$ cat config.mk
export PLATFORM = sky130hd
export DESIGN_NAME = aes_mix_columns_iter
export DESIGN_NICKNAME = d
export VERILOG_FILES = /design/src/rtl/aes_mix_columns_iter.sv
export SDC_FILE = /design/constraint.sdc
export NUM_CORES = 1
export LEC_CHECK = 0
export BUFFER_PORTS_ARGS = -buffer_cell sky130_fd_sc_hd__buf_2
export CAP_MARGIN = 20
export CORE_MARGIN = 3
export CORE_UTILIZATION = 30
export CTS_BUF_LIST = sky130_fd_sc_hd__clkbuf_8 sky130_fd_sc_hd__clkbuf_16
export DETAILED_ROUTE_END_ITERATION = 10
export SYNTH_ARGS = -nofsm -noshare
export SYNTH_HDL_FRONTEND = slang
export SYNTH_SLANG_ARGS = --single-unit
$ cat constraint.sdc
create_clock -name clk_i -period 4.1 [get_ports clk_i]
set_clock_uncertainty 0.15 [all_clocks]
set_input_delay 0.41 -clock clk_i [delete_from_list [all_inputs] [get_ports clk_i]]
set_output_delay 0.41 -clock clk_i [all_outputs]
set_load 0.05 [all_outputs]
$ cat src/rtl/aes_mix_columns_iter.sv
// Iterative AES (Inverse)MixColumns over a full 128-bit state.
// NumColPar column datapaths are stepped across the four columns in
// 4/NumColPar cycles. The result is held on data_o until downstream accepts it.
module aes_mix_columns_iter #(
  parameter int NumColPar = 1
) (
  input  logic                  clk_i,
  input  logic                  rst_i,
  input  logic                  in_valid_i,
  output logic                  in_ready_o,
  input  logic [1:0]            op_i,
  input  logic [3:0][3:0][7:0]  data_i,
  output logic                  out_valid_o,
  input  logic                  out_ready_i,
  output logic [3:0][3:0][7:0]  data_o,
  output logic                  op_err_o
);

  localparam int         NumIter  = 4 / NumColPar;
  localparam logic [1:0] CIPH_FWD = 2'b01;
  localparam logic [1:0] CIPH_INV = 2'b10;
  localparam logic [1:0] LastCnt  = 2'(NumIter - 1);

  if (!(NumColPar == 1 || NumColPar == 2 || NumColPar == 4)) begin : g_bad_param
    $error("aes_mix_columns_iter: NumColPar must be 1, 2 or 4");
  end

  typedef enum logic [1:0] {
    IDLE = 2'd0,
    BUSY = 2'd1,
    DONE = 2'd2
  } state_e;

  state_e                        state_reg, state_next;
  logic [1:0]                    cnt_reg, cnt_next;
  logic [3:0][3:0][7:0]          data_reg, data_next;
  logic                          inv_reg, inv_next;
  logic                          err_reg, err_next;
  logic                          accept;
  logic [NumColPar-1:0][3:0][7:0] grp_out;

  // Multiply by x in GF(2^8), reduction polynomial 0x11B.
  function automatic logic [7:0] xtime(input logic [7:0] a);
    return {a[6:0], 1'b0} ^ (a[7] ? 8'h1b : 8'h00);
  endfunction

  // One column: forward MixColumns, plus a correction term z for the inverse.
  function automatic logic [3:0][7:0] mix_col(input logic [3:0][7:0] b, input logic inv);
    logic [7:0]       x0, x1, x2, x3, y0, y1, y2, z0, z1;
    logic [3:0][7:0]  o;
    x0 = b[0] ^ b[1];
    x1 = b[1] ^ b[2];
    x2 = b[2] ^ b[3];
    x3 = b[3] ^ b[0];
    o[0] = b[1] ^ xtime(x0) ^ x2;
    o[1] = b[0] ^ xtime(x1) ^ x2;
    o[2] = b[3] ^ xtime(x2) ^ x0;
    o[3] = b[2] ^ xtime(x3) ^ x0;
    y0 = xtime(xtime(b[0] ^ b[2]));
    y1 = xtime(xtime(b[1] ^ b[3]));
    y2 = xtime(y0 ^ y1);
    z0 = inv ? (y2 ^ y0) : 8'h00;
    z1 = inv ? (y2 ^ y1) : 8'h00;
    o[0] = o[0] ^ z0;
    o[2] = o[2] ^ z0;
    o[1] = o[1] ^ z1;
    o[3] = o[3] ^ z1;
    return o;
  endfunction

  // Per-lane column datapaths; lane gi works on column cnt*NumColPar + gi.
  for (genvar gi = 0; gi < NumColPar; gi++) begin : g_col
    logic [1:0]      col_idx;
    logic [3:0][7:0] col_in;
    assign col_idx = 2'(int'(cnt_reg) * NumColPar + gi);
    // Gather the selected column from the working state.
    always_comb begin
      col_in = '0;
      for (int r = 0; r < 4; r++) begin
        col_in[r] = data_reg[r][col_idx];
      end
    end
    assign grp_out[gi] = mix_col(col_in, inv_reg);
  end

  // Next-state, handshake outputs and in-place column update.
  always_comb begin
    state_next  = state_reg;
    cnt_next    = cnt_reg;
    data_next   = data_reg;
    inv_next    = inv_reg;
    err_next    = err_reg;
    in_ready_o  = 1'b0;
    out_valid_o = 1'b0;
    accept      = 1'b0;
    case (state_reg)
      IDLE: begin
        in_ready_o = 1'b1;
        accept     = in_valid_i;
      end
      BUSY: begin
        for (int c = 0; c < NumColPar; c++) begin
          for (int r = 0; r < 4; r++) begin
            data_next[r][2'(int'(cnt_reg) * NumColPar + c)] = grp_out[c][r];
          end
        end
        cnt_next = cnt_reg + 2'd1;
        if (cnt_reg == LastCnt) begin
          cnt_next   = 2'd0;
          state_next = DONE;
        end
      end
      DONE: begin
        out_valid_o = 1'b1;
        in_ready_o  = out_ready_i;
        if (out_ready_i) begin
          if (in_valid_i) accept = 1'b1;
          else            state_next = IDLE;
        end
      end
      default: state_next = IDLE;
    endcase
    // Accepting a new state overrides whatever the current state decided.
    if (accept) begin
      data_next  = data_i;
      inv_next   = (op_i == CIPH_INV);
      err_next   = (op_i != CIPH_FWD) && (op_i != CIPH_INV);
      cnt_next   = 2'd0;
      state_next = BUSY;
    end
  end

  // State and datapath registers; reset discards any operation in flight.
  always_ff @(posedge clk_i or posedge rst_i) begin
    if (rst_i) begin
      state_reg <= IDLE;
      cnt_reg   <= 2'd0;
      data_reg  <= '0;
      inv_reg   <= 1'b0;
      err_reg   <= 1'b0;
    end else begin
      state_reg <= state_next;
      cnt_reg   <= cnt_next;
      data_reg  <= data_next;
      inv_reg   <= inv_next;
      err_reg   <= err_next;
    end
  end

  assign data_o   = data_reg;
  assign op_err_o = (state_reg == DONE) && err_reg;

endmodule

==> results.md <==
Status:
- The flow ran to the end, and the final reports show no timing, DRC or antenna violations.

Logic synthesis:
- The average instance area after synthesis is around 11 um^2.
- The post-synthesis register bit count is 134.
- The area of the mapped netlist is 8690 um^2.
- When the netlist entered floorplanning its net count stood at 935.
- By area the synthesized netlist is led by sky130_fd_sc_hd__dfrtp_1, sky130_fd_sc_hd__a22oi_1, sky130_fd_sc_hd__xnor2_1, sky130_fd_sc_hd__mux4_2, sky130_fd_sc_hd__o21ai_0.
- The number of warning messages in the yosys log is 0.
- Of all cell types, the one taking the most synthesized area is sky130_fd_sc_hd__dfrtp_1.
- The register area share after synthesis is 38.6%.
- The area share of the leading cell type in the synthesized netlist is 38.6%.
- The number of distinct library cells after synthesis is 37.
- The number of instances in the synthesized netlist is 796.

Clock tree:
- The clock tree buffer depth is 2.
- The CTS root buffer is sky130_fd_sc_hd__clkbuf_16.
- The hold buffer count at CTS is 0.
- TritonCTS built the clock tree.
- After clock tree synthesis, the clock-pin slew on the worst setup and hold paths is 0.06 ns.
- The clock network latency to the later pin of the worst-skew pair is between 0.4 and 0.5 ns.
- The maximum level of the CTS H-tree is 4.
- Gates resized during post-CTS repair numbered 0.
- Buffers inserted during clock tree synthesis total 17.
- Clock tree synthesis found a total of 134 sinks.
- The number of buffers added for setup after CTS is 0.

Worst setup path:
- Grouping stages by cell kind, the critical path spends the most delay in XOR/XNOR gates.
- The worst setup path is captured at a flop.
- The critical path in this run is classified as reg2reg.
- The top fanout value on the critical path is 13.
- The critical path goes through buf_12 > mux4_2 > xnor2_4 > xnor3_2 > xnor3_2 > xor2_1 > buf_4 > a21oi_2 > o31ai_1.
- The endpoint arrival time on the critical path is 3.97 ns.
- The number of buffers and inverters on the critical path is 2.
- STA classifies the critical path startpoint as a flop.
- The cell that appears most often on the critical path is sky130_fd_sc_hd__xnor3_2.
- The biggest cell delay along the critical path is ~0.68 ns.
- The largest individual stage delay along the critical path comes from the cell sky130_fd_sc_hd__dfrtp_2.
- The endpoint required time on the critical path is 4.27 ns.

Die:
- Measured along the x axis, the die boundary spans 176 um.
- The area of the die is 31000 um^2.
- For this configuration, the core starts out at a cell density of between 30 and 40%.
- The die extent in y is 176 um.
- The core footprint is 28200 um^2.
- The I/O pin count is 265.
- The number of standard-cell rows in the floorplan is 61.

Global route:
- The initial antenna violation count came to 2.
- After global routing the overflow that remains totals 0.
- The via count of the first global-routing pass is 8050.
- The all-layer global routing usage is a little over a fifth.
- Entering global routing, the biggest net connects 104 pins.
- The first global-routing pass estimated around 50000 um of wire.

Placed design:
- The sum of net half-perimeters after detailed placement is between 20000 and 25000 um.
- At the end of routability-driven placement, the weighted congestion stood at 0.891.
- Port buffering added 264 buffers.

Drt:
- After detailed routing, the number of vias per cell comes to 5.30.
- After detailed routing, the total wire length is 33400 um.
- The count of nets left with antenna violations once routing finished came out at 0.
- Across all layers, the routed design uses 7657 vias.
- The pre-antenna-repair detailed-routing pass consisted of 5 iterations.
- In the final routed layout, each cell accounts on average for between 20 and 25 um.
- In the routed design, unresolved DRC markers number 0.
- The detailed router finished its first iteration with 621 violations.

Timing:
- The relative slew slack is 29.2%.
- Setup repair after global routing left no endpoint under its margin.
- The smallest clock period supported by the final layout is computed as 3.79 ns.
- The number of endpoints with negative hold slack in the final report is 0.
- The final setup violation count is 0.
- For the pin with the worst max-slew slack, the measured transition is approximately 1.1 ns.
- Based on the critical path, the design can be clocked at up to 264 MHz.
- The number of pins exceeding their max-slew limit in the final report is 0.
- Hold timing on the final database bottoms out at a slack of between 0.07 and 0.08 ns.
- The ratio of final minimum period to clock period is 92.5%.
- Setup total negative slack on the finished layout was measured at 0 ns.

Final layout:
- Compared with the post-synthesis result, the final layout area differs by 28.8%.
- The final net count is 1191.
- Of the cells placed in the final design, the portion with a size suffix greater than 1 is approximately 37%.
- The register with the most flip-flops in the layout has ~130 of them.
- The final-layout fill cell count is 2826.

Flow run:
- Across the run, the number of max-cap violations was 0.

Worst hold path:
- The worst min-delay path class is in2reg.
[metal layers]
metal | up-vias | track usage (%) | wire, um
met2 | 342 | 35.7 | 16500
met1 | 3819 | 27.4 | 13900
met3 | 41 | 4.86 | 2250
met5 | - | 0 | 13
li1 | 3453 | - | -
met4 | 2 | 7.16 | 733
[cells by family (layout without fill, tap and decap cells)]
kind of cell,count (synthesis),after routing,share of synthesized area [%]
buffers and inverters,65,334,3.69
flip-flops,134,134,38.6
multiplexers,34,34,8.55
adder cells (fa/ha/maj),5,5,0.720
AND/OR/NAND/NOR,129,129,6.93
other,0,1,0
XOR/XNOR,163,163,21.5
AO/OA/AOI/OAI,266,266,20.1
[final timing paths]
kind	from	end	slack [ns]	cells after the start
max	cnt_reg[0]$_DFFE_PP0P_	data_o[28]$_DFFE_PP0P_	0.31	9
min	data_i[36]	data_o[36]$_DFFE_PP0P_	0.07	3
max reg2reg	cnt_reg[0]$_DFFE_PP0P_	data_o[28]$_DFFE_PP0P_	0.31	9
min reg2reg	err_reg$_DFFE_PP0P_	err_reg$_DFFE_PP0P_	0.36	1
max in group asynchronous	rst_i	data_o[65]$_DFFE_PP0P_	2.58	5
min in group asynchronous	rst_i	data_o[98]$_DFFE_PP0P_	0.27	3
[worst reg2reg max path: cells and delay by family (launching register included)]
family / cells / cell delay, ns
AOI/OAI and AO/OA: 2 / 0.32
muxes: 1 / 0.62
buffers and inverters: 2 / 0.45
xor gates and xnor gates: 4 / 1.46
DFF: 1 / 0.68
[layout make-up]
cell class | count | area (um^2) | share of cell area (%)
Clock inverter | 14 | 208 | 1.86
Sequential cell | 134 | 3360 | 30.0
Multi-Input combinational cell | 597 | 5050 | 45.1
Timing Repair Buffer | 298 | 1640 | 14.7
Antenna cell | 1 | 2.50 | 0.0224
Clock buffer | 18 | 439 | 3.93
Inverter | 4 | 18.8 | 0.168
Tap cell | 378 | 473 | 4.23
[per-stage QoR]
stage	setup WS (ns)	std cells	area (um^2)	utilization (%)
finish	0.307	1444	11200	39.7
global route	0.153	1444	11200	39.7
CTS	0.305	1441	11200	39.6
detailed placement	0.326	1409	10500	37.3
global placement	0.354	1409	10500	37.3
floorplan	0.733	796	8690	-
[cells in the final DEF, fill, tap and decap left out, types with 23 or more instances in the layout]
cell	n
sky130_fd_sc_hd__mux4_2	32
sky130_fd_sc_hd__xnor2_1	104
sky130_fd_sc_hd__buf_2	264
sky130_fd_sc_hd__o21ai_0	87
sky130_fd_sc_hd__a22oi_1	128
sky130_fd_sc_hd__xor2_1	25
sky130_fd_sc_hd__nand2_1	33
sky130_fd_sc_hd__nor2_1	23
sky130_fd_sc_hd__buf_4	28
sky130_fd_sc_hd__dfrtp_1	131
sky130_fd_sc_hd__nand3_1	44
[synthesized netlist by cell type]
library cell / number
sky130_fd_sc_hd__buf_12: 1
sky130_fd_sc_hd__nand2_1: 33
sky130_fd_sc_hd__nand3_1: 44
sky130_fd_sc_hd__xnor2_2: 6
sky130_fd_sc_hd__mux4_2: 32
sky130_fd_sc_hd__buf_6: 3
sky130_fd_sc_hd__buf_4: 3
sky130_fd_sc_hd__a21oi_2: 2
sky130_fd_sc_hd__xnor3_2: 3
sky130_fd_sc_hd__dfrtp_1: 134
sky130_fd_sc_hd__a22oi_1: 128
sky130_fd_sc_hd__inv_1: 4
sky130_fd_sc_hd__nor2_1: 27
sky130_fd_sc_hd__o31ai_1: 10
sky130_fd_sc_hd__mux2_2: 2
sky130_fd_sc_hd__a21oi_1: 5
sky130_fd_sc_hd__buf_8: 2
sky130_fd_sc_hd__o21ai_1: 10
sky130_fd_sc_hd__and3_1: 5
sky130_fd_sc_hd__nor2b_1: 4
sky130_fd_sc_hd__a21o_1: 22
sky130_fd_sc_hd__ha_1: 5
sky130_fd_sc_hd__buf_2: 3
sky130_fd_sc_hd__o21bai_1: 1
sky130_fd_sc_hd__xnor3_1: 17
sky130_fd_sc_hd__o21a_1: 1
sky130_fd_sc_hd__xor2_1: 25
sky130_fd_sc_hd__clkbuf_1: 49
sky130_fd_sc_hd__xnor2_1: 104
sky130_fd_sc_hd__and2_1: 11
sky130_fd_sc_hd__xnor2_4: 4
sky130_fd_sc_hd__o21ai_0: 87
sky130_fd_sc_hd__xor3_1: 1
sky130_fd_sc_hd__xor2_2: 3
sky130_fd_sc_hd__nand2b_1: 3
sky130_fd_sc_hd__nor3_1: 1
sky130_fd_sc_hd__and2_2: 1
Power is not shown: default switching activity piles up to over one toggle a cycle in this logic, so the estimate is an artifact.
